[config.mk]
export PLATFORM = sky130hd
export DESIGN_NAME = serv_rf_ram_arb
export DESIGN_NICKNAME = d
export VERILOG_FILES = /design/src/rtl/serv_rf_ram_arb.sv
export SDC_FILE = /design/constraint.sdc
export NUM_CORES = 1
export LEC_CHECK = 0
export CORE_MARGIN = 2
export CORE_UTILIZATION = 32
export DETAILED_ROUTE_END_ITERATION = 12
export PLACE_DENSITY = 0.8
export REMOVE_ABC_BUFFERS = 1
export SETUP_SLACK_MARGIN = 0.4
export SLEW_MARGIN = 25
export SYNTH_ARGS = -nofsm -noshare
export SYNTH_HDL_FRONTEND = slang
export SYNTH_SLANG_ARGS = --single-unit
[constraint.sdc]
create_clock -name i_clk -period 2.4 [get_ports i_clk]
set_clock_uncertainty 0.05 [all_clocks]
set_input_delay 0.48 -clock i_clk [delete_from_list [all_inputs] [get_ports i_clk]]
set_output_delay 0.48 -clock i_clk [all_outputs]
set_load 0.1 [all_outputs]
[src/rtl/serv_rf_ram_arb.sv]
`default_nettype none
// ============================================================================
//  Module      : serv_rf_ram_arb
//  Description : Arbiter between the SERV register file and a host port that
//                share one 1R1W RAM with 1-cycle read latency. The RF side
//                always has priority and is never stalled. Host accesses use
//                an RF-free cycle, or abort with an error after TIMEOUT
//                busy cycles.
//                Optional feature macro: SERV_RF_RAM_ARB_HOST_WR_EN
//                (defined: host writes reach the RAM; undefined: host writes
//                are rejected with an error and the host never drives o_wen).
//  Revision    : 1.0 - initial release
// ============================================================================
module serv_rf_ram_arb #(
    parameter int width   = 32,
    parameter int aw      = 6,
    parameter int TIMEOUT = 64
) (
    input  logic             i_clk,
    input  logic             i_rst,
    // register file side
    input  logic [aw-1:0]    i_rf_waddr,
    input  logic [width-1:0] i_rf_wdata,
    input  logic             i_rf_wen,
    input  logic [aw-1:0]    i_rf_raddr,
    input  logic             i_rf_ren,
    output logic [width-1:0] o_rf_rdata,
    // host side
    input  logic             i_hst_req,
    input  logic             i_hst_we,
    input  logic [aw-1:0]    i_hst_addr,
    input  logic [width-1:0] i_hst_wdata,
    output logic [width-1:0] o_hst_rdata,
    output logic             o_hst_ack,
    output logic             o_hst_err,
    // RAM side
    output logic [aw-1:0]    o_waddr,
    output logic [width-1:0] o_wdata,
    output logic             o_wen,
    output logic [aw-1:0]    o_raddr,
    output logic             o_ren,
    input  logic [width-1:0] i_rdata
);

    // Counter only has to reach TIMEOUT-1
    localparam int            CW        = (TIMEOUT > 2) ? $clog2(TIMEOUT) : 1;
    localparam logic [CW-1:0] c_cnt_max = CW'(TIMEOUT - 1);

    typedef enum logic [1:0] {
        S_IDLE  = 2'd0,
        S_WAIT  = 2'd1,
        S_RDLAT = 2'd2,
        S_DONE  = 2'd3
    } state_t;

    state_t            r_state;
    state_t            w_state_nxt;
    logic [CW-1:0]     r_cnt;
    logic [CW-1:0]     w_cnt_nxt;
    logic              r_err;
    logic              w_err_nxt;
    logic              r_we;
    logic [aw-1:0]     r_addr;
    logic [width-1:0]  r_rdata;
    logic              w_latch;
    logic              w_cap;
    logic              w_hst_wen;
    logic              w_hst_ren;
    logic              w_busy;

    // The RAM port the pending host access needs is occupied by the RF
    assign w_busy = r_we ? i_rf_wen : i_rf_ren;

    // Next-state, counter/error update and host strobe generation
    always_comb begin
        w_state_nxt = r_state;
        w_cnt_nxt   = r_cnt;
        w_err_nxt   = r_err;
        w_latch     = 1'b0;
        w_cap       = 1'b0;
        w_hst_wen   = 1'b0;
        w_hst_ren   = 1'b0;
        case (r_state)
            S_IDLE: begin
                if (i_hst_req) begin
                    w_latch   = 1'b1;
                    w_cnt_nxt = '0;
`ifdef SERV_RF_RAM_ARB_HOST_WR_EN
                    w_err_nxt   = 1'b0;
                    w_state_nxt = S_WAIT;
`else
                    // Host writes are not supported in this build
                    if (i_hst_we) begin
                        w_err_nxt   = 1'b1;
                        w_state_nxt = S_DONE;
                    end else begin
                        w_err_nxt   = 1'b0;
                        w_state_nxt = S_WAIT;
                    end
`endif
                end
            end
            S_WAIT: begin
                if (!w_busy) begin
                    if (r_we) begin
`ifdef SERV_RF_RAM_ARB_HOST_WR_EN
                        w_hst_wen   = 1'b1;
                        w_err_nxt   = 1'b0;
`else
                        // Unreachable: writes never enter WAIT in this build
                        w_err_nxt   = 1'b1;
`endif
                        w_state_nxt = S_DONE;
                    end else begin
                        w_hst_ren   = 1'b1;
                        w_state_nxt = S_RDLAT;
                    end
                end else if (r_cnt == c_cnt_max) begin
                    w_err_nxt   = 1'b1;
                    w_state_nxt = S_DONE;
                end else begin
                    w_cnt_nxt = r_cnt + CW'(1);
                end
            end
            S_RDLAT: begin
                w_cap       = 1'b1;
                w_err_nxt   = 1'b0;
                w_state_nxt = S_DONE;
            end
            S_DONE: begin
                w_state_nxt = S_IDLE;
            end
            default: begin
                w_state_nxt = S_IDLE;
            end
        endcase
    end

    // FSM state register
    always_ff @(posedge i_clk or posedge i_rst) begin
        if (i_rst) begin
            r_state <= S_IDLE;
        end else begin
            r_state <= w_state_nxt;
        end
    end

    // Timeout counter, error flag and host read data
    always_ff @(posedge i_clk or posedge i_rst) begin
        if (i_rst) begin
            r_cnt   <= '0;
            r_err   <= 1'b0;
            r_rdata <= '0;
        end else begin
            r_cnt <= w_cnt_nxt;
            r_err <= w_err_nxt;
            if (w_cap) begin
                r_rdata <= i_rdata;
            end
        end
    end

`ifdef SERV_RF_RAM_ARB_HOST_WR_EN
    logic [width-1:0] r_wdata;

    // Latched host request fields (no reset needed)
    always_ff @(posedge i_clk) begin
        if (w_latch) begin
            r_we    <= i_hst_we;
            r_addr  <= i_hst_addr;
            r_wdata <= i_hst_wdata;
        end
    end

    assign o_wdata = w_hst_wen ? r_wdata : i_rf_wdata;
`else
    logic w_unused_wdata;
    assign w_unused_wdata = ^i_hst_wdata;

    // Latched host request fields (no reset needed)
    always_ff @(posedge i_clk) begin
        if (w_latch) begin
            r_we   <= i_hst_we;
            r_addr <= i_hst_addr;
        end
    end

    assign o_wdata = i_rf_wdata;
`endif

    // RAM port muxing: host only ever drives a port the RF leaves idle
    assign o_wen   = i_rf_wen | w_hst_wen;
    assign o_waddr = w_hst_wen ? r_addr : i_rf_waddr;
    assign o_ren   = i_rf_ren | w_hst_ren;
    assign o_raddr = w_hst_ren ? r_addr : i_rf_raddr;

    assign o_rf_rdata  = i_rdata;
    assign o_hst_rdata = r_rdata;
    assign o_hst_ack   = (r_state == S_DONE);
    assign o_hst_err   = (r_state == S_DONE) & r_err;

endmodule
`default_nettype wire

==> flow_metrics.env <==
export IMPL_r2r_slack_ns=0.50
export IMPL_reg2regPathDepth=8
export IMPL_worst_endpoint_required_ns=1.87
export IMPL_yosys_register_bits=48
export IMPL_root_buffer="clkbuf_8"
export IMPL_grt_use_total_pct=19.3
export IMPL_dieArea_mm2=0.00923
export IMPL_clk_pin_slew_ns=0.09
export IMPL_ant_nets=0
export IMPL_num_io_pins=232
export IMPL_grt_max_degree=33
export IMPL_r2r_start="r_state[0]"
export IMPL_cap_violations=0
export IMPL_wl_per_cell_um=22.2
export IMPL_die_y_um=96.1
export IMPL_synth_commonest_cells="71 x buf_4, 41 x dfrtp_1, 41 x mux2_2, 7 x edfxtp_1, 7 x nand2_1"
export IMPL_fin_total_pwr_uw=6620
export IMPL_rows=33
export IMPL_crit_arrival_ns=1.75
export IMPL_nets=423
export IMPL_worstSetupStartpointType="flip-flop"
export IMPL_syn_area_mm2=0.00271
export IMPL_synth_edff_count=7
export IMPL_synth_distinct_cells=35
export IMPL_post_route_period_util_pct=95.2
export IMPL_synth_top_cell_by_area="dfrtp_1"
export IMPL_synth_async_reset_ratio_pct=85.4
export IMPL_final_layout_size_suffix_gt1_share_pct=52.8
export IMPL_cts_tree="yes"
export IMPL_path_max_fanout=6
export IMPL_stdcell_count=404
export IMPL_synth_top_area_share_pct=37.8
export IMPL_hpwl_um=7430
export IMPL_h_tree_depth=2
export IMPL_clk_latency_ns=0.29
export IMPL_dp_cells=386
export IMPL_setup_worst_path_start="r_state[1]"
export IMPL_path_cells="inv_2 -> ha_4 -> nor3b_4 -> buf_6 -> mux2_4 -> buf_12"
export IMPL_synth_avg_cell_area_um2=11.8
export IMPL_period_needed_ns=2.28
export IMPL_synth_area_leaders="dfrtp_1 38%, buf_4 20%, mux2_2 17%, edfxtp_1 7.7%, ha_1 2.3%"
export IMPL_grt_pass1_wl_um=12600
export IMPL_cp_slowest_stage_delay_ns=0.40
export IMPL_port_buffers=123
export IMPL_drv_slew=0
export IMPL_hp_class="input port to asynchronous set/reset pin"
export IMPL_die_w_um=96.1
export IMPL_synth_ff_type="dfrtp_1"
export IMPL_r2r_end="r_cnt[0]"
export IMPL_grt_pass1_vias=2100
export IMPL_gp_congestion=0.899
export IMPL_rsz0062_at_grt="yes"
export IMPL_start_util_pct=33.0
export IMPL_cpMaxStageDelayCell="dfrtp_1"
export IMPL_crit_path_end="o_raddr[5]"
export IMPL_final_util_pct=51.1
export IMPL_synthToLayoutAreaGrowth_pct=54.9
export IMPL_yosys_warnings=0
export IMPL_first_pass_iters=5
export IMPL_setup_tns_ns=0
export IMPL_endpoint_kind="output pin"
export IMPL_antenna_found_initial=0
export IMPL_max_freq_mhz=438
export IMPL_vias=1967
export IMPL_cts_num_sinks=48
export IMPL_synth_seq_area_share_pct=45.6
export IMPL_clock_path_buffers=2
export IMPL_totalWireLength_um=8950
export IMPL_status="completed"
export IMPL_power_density_mw_per_mm2=1570
export IMPL_tightest_slew_ns=0.690
export IMPL_report_final_hold_viol_count=0
export IMPL_synth_most_common_cell="buf_4"
export IMPL_maxSlewHeadroom_pct=53.7
export IMPL_cts_buffers=5
export IMPL_drcViolationCount=0
export IMPL_drt_iter0_markers=75
export IMPL_critical_path_class="flip-flop to output pin"
export IMPL_overflow=0
export IMPL_peakVddDrop_mv=1.50
export IMPL_finalSetupViolations=0
export IMPL_vias_per_cell=4.87
export IMPL_leakage_uw=0.00180
export IMPL_core_region_area_mm2=0.00822
export IMPL_synth_cells=230
export IMPL_insertedDiodeCount=0
## cells in the final DEF (no fill, tap or decap), types with 2 or more instances in the layout
| cell | n |
|---|---|
| clkdlybuf4s50_1 | 48 |
| buf_4 | 45 |
| buf_12 | 42 |
| dfrtp_1 | 41 |
| mux2_2 | 35 |
| nand2_1 | 7 |
| clkbuf_8 | 7 |
| edfxtp_1 | 7 |
| mux2_4 | 6 |
| nor2_1 | 5 |
| nand3_1 | 4 |
| nor3_1 | 4 |
| o21ai_0 | 3 |
| mux2i_1 | 3 |
| ha_4 | 3 |
| buf_6 | 3 |
| a211o_2 | 2 |
| o22a_1 | 2 |
| and2_1 | 2 |
| inv_2 | 2 |
| ha_1 | 2 |
## power breakdown
part / switching (µW) / internal, µW
Clock: 265 / 368
Combinational: 3240 / 1360
Sequential: 205 / 1180
## worst min path at each step
| stage | start | endpoint | slack (ns) | cells past startpoint |
|---|---|---|---|---|
| 2_1_floorplan | r_err | r_err | 0.42 | 1 |
| 3_3_place_gp | o_hst_rdata[4] | o_hst_rdata[4] | 0.44 | 1 |
| 3_5_place_dp | o_hst_rdata[26] | o_hst_rdata[26] | 0.45 | 1 |
| 4_1_cts | o_hst_rdata[25] | o_hst_rdata[25] | 0.47 | 1 |
| 5_1_grt | o_hst_rdata[5] | o_hst_rdata[5] | 0.48 | 1 |
| 6_report | i_rst | o_hst_rdata[12] | 0.46 | 2 |
## cells by family (layout without fill, tap and decap cells)
group	after synthesis	after routing	synth area share, %
AOI/OAI and AO/OA	18	18	5.44
adders and majority gates	5	5	2.31
buffers and inverters	81	150	21.3
DFF	48	48	45.6
muxes	44	44	18.1
and+or+nand+nor	34	34	7.29
## area by class of cell
class                   count  area (µm²)
clock inverters             1        30.0
multi-input cells         101         995
flip-flops and latches     48        1240
well taps                 105         131
clock buffers               7        96.3
inverters                   3        11.3
fillers                   692        4020
repair buffers            139        1700
## stage by stage
stage	instance area, µm²	setup slack [ns]	hold slack [ns]
after detailed placement	3880	0.00152	0.447
final	4200	0.116	0.463
after floorplan	2150	-0.205	0.420
after global routing	4200	0.0203	0.482
after global placement	3880	0.00537	0.443
after CTS	4110	0.109	0.467
## registers in the layout, indices dropped and copies added (netlist names)
register,count
r_cnt,6
r_addr,6
r_err,1
o_hst_rdata,32
r_we,1
r_state,2
## routing by layer
metal | track usage (%) | part of all wire (%) | vias to the layer above
li1 | - | - | 855
met5 | 7.14 | 0.84 | -
met1 | 16.7 | 27 | 929
met3 | 15.6 | 20 | 19
met4 | 8.93 | 4.1 | 2
met2 | 31.4 | 48 | 162
## worst max-delay path: cells and delay by family (launching register included)
family,cells,cell delay (ns)
fa+ha+maj,1,0.12
buf+inv,3,0.42
flops,1,0.40
mux,1,0.32
simple gates,1,0.20
## what timing repair did
item	CTS	global route
setup endpoints to repair	11	13
gates cloned	0	0
hold endpoints to repair	0	0
hold buffers	0	0
pin swaps	2	4
gates resized for setup	15	13
setup buffers	6	4
(Power assumes the default switching activity.)
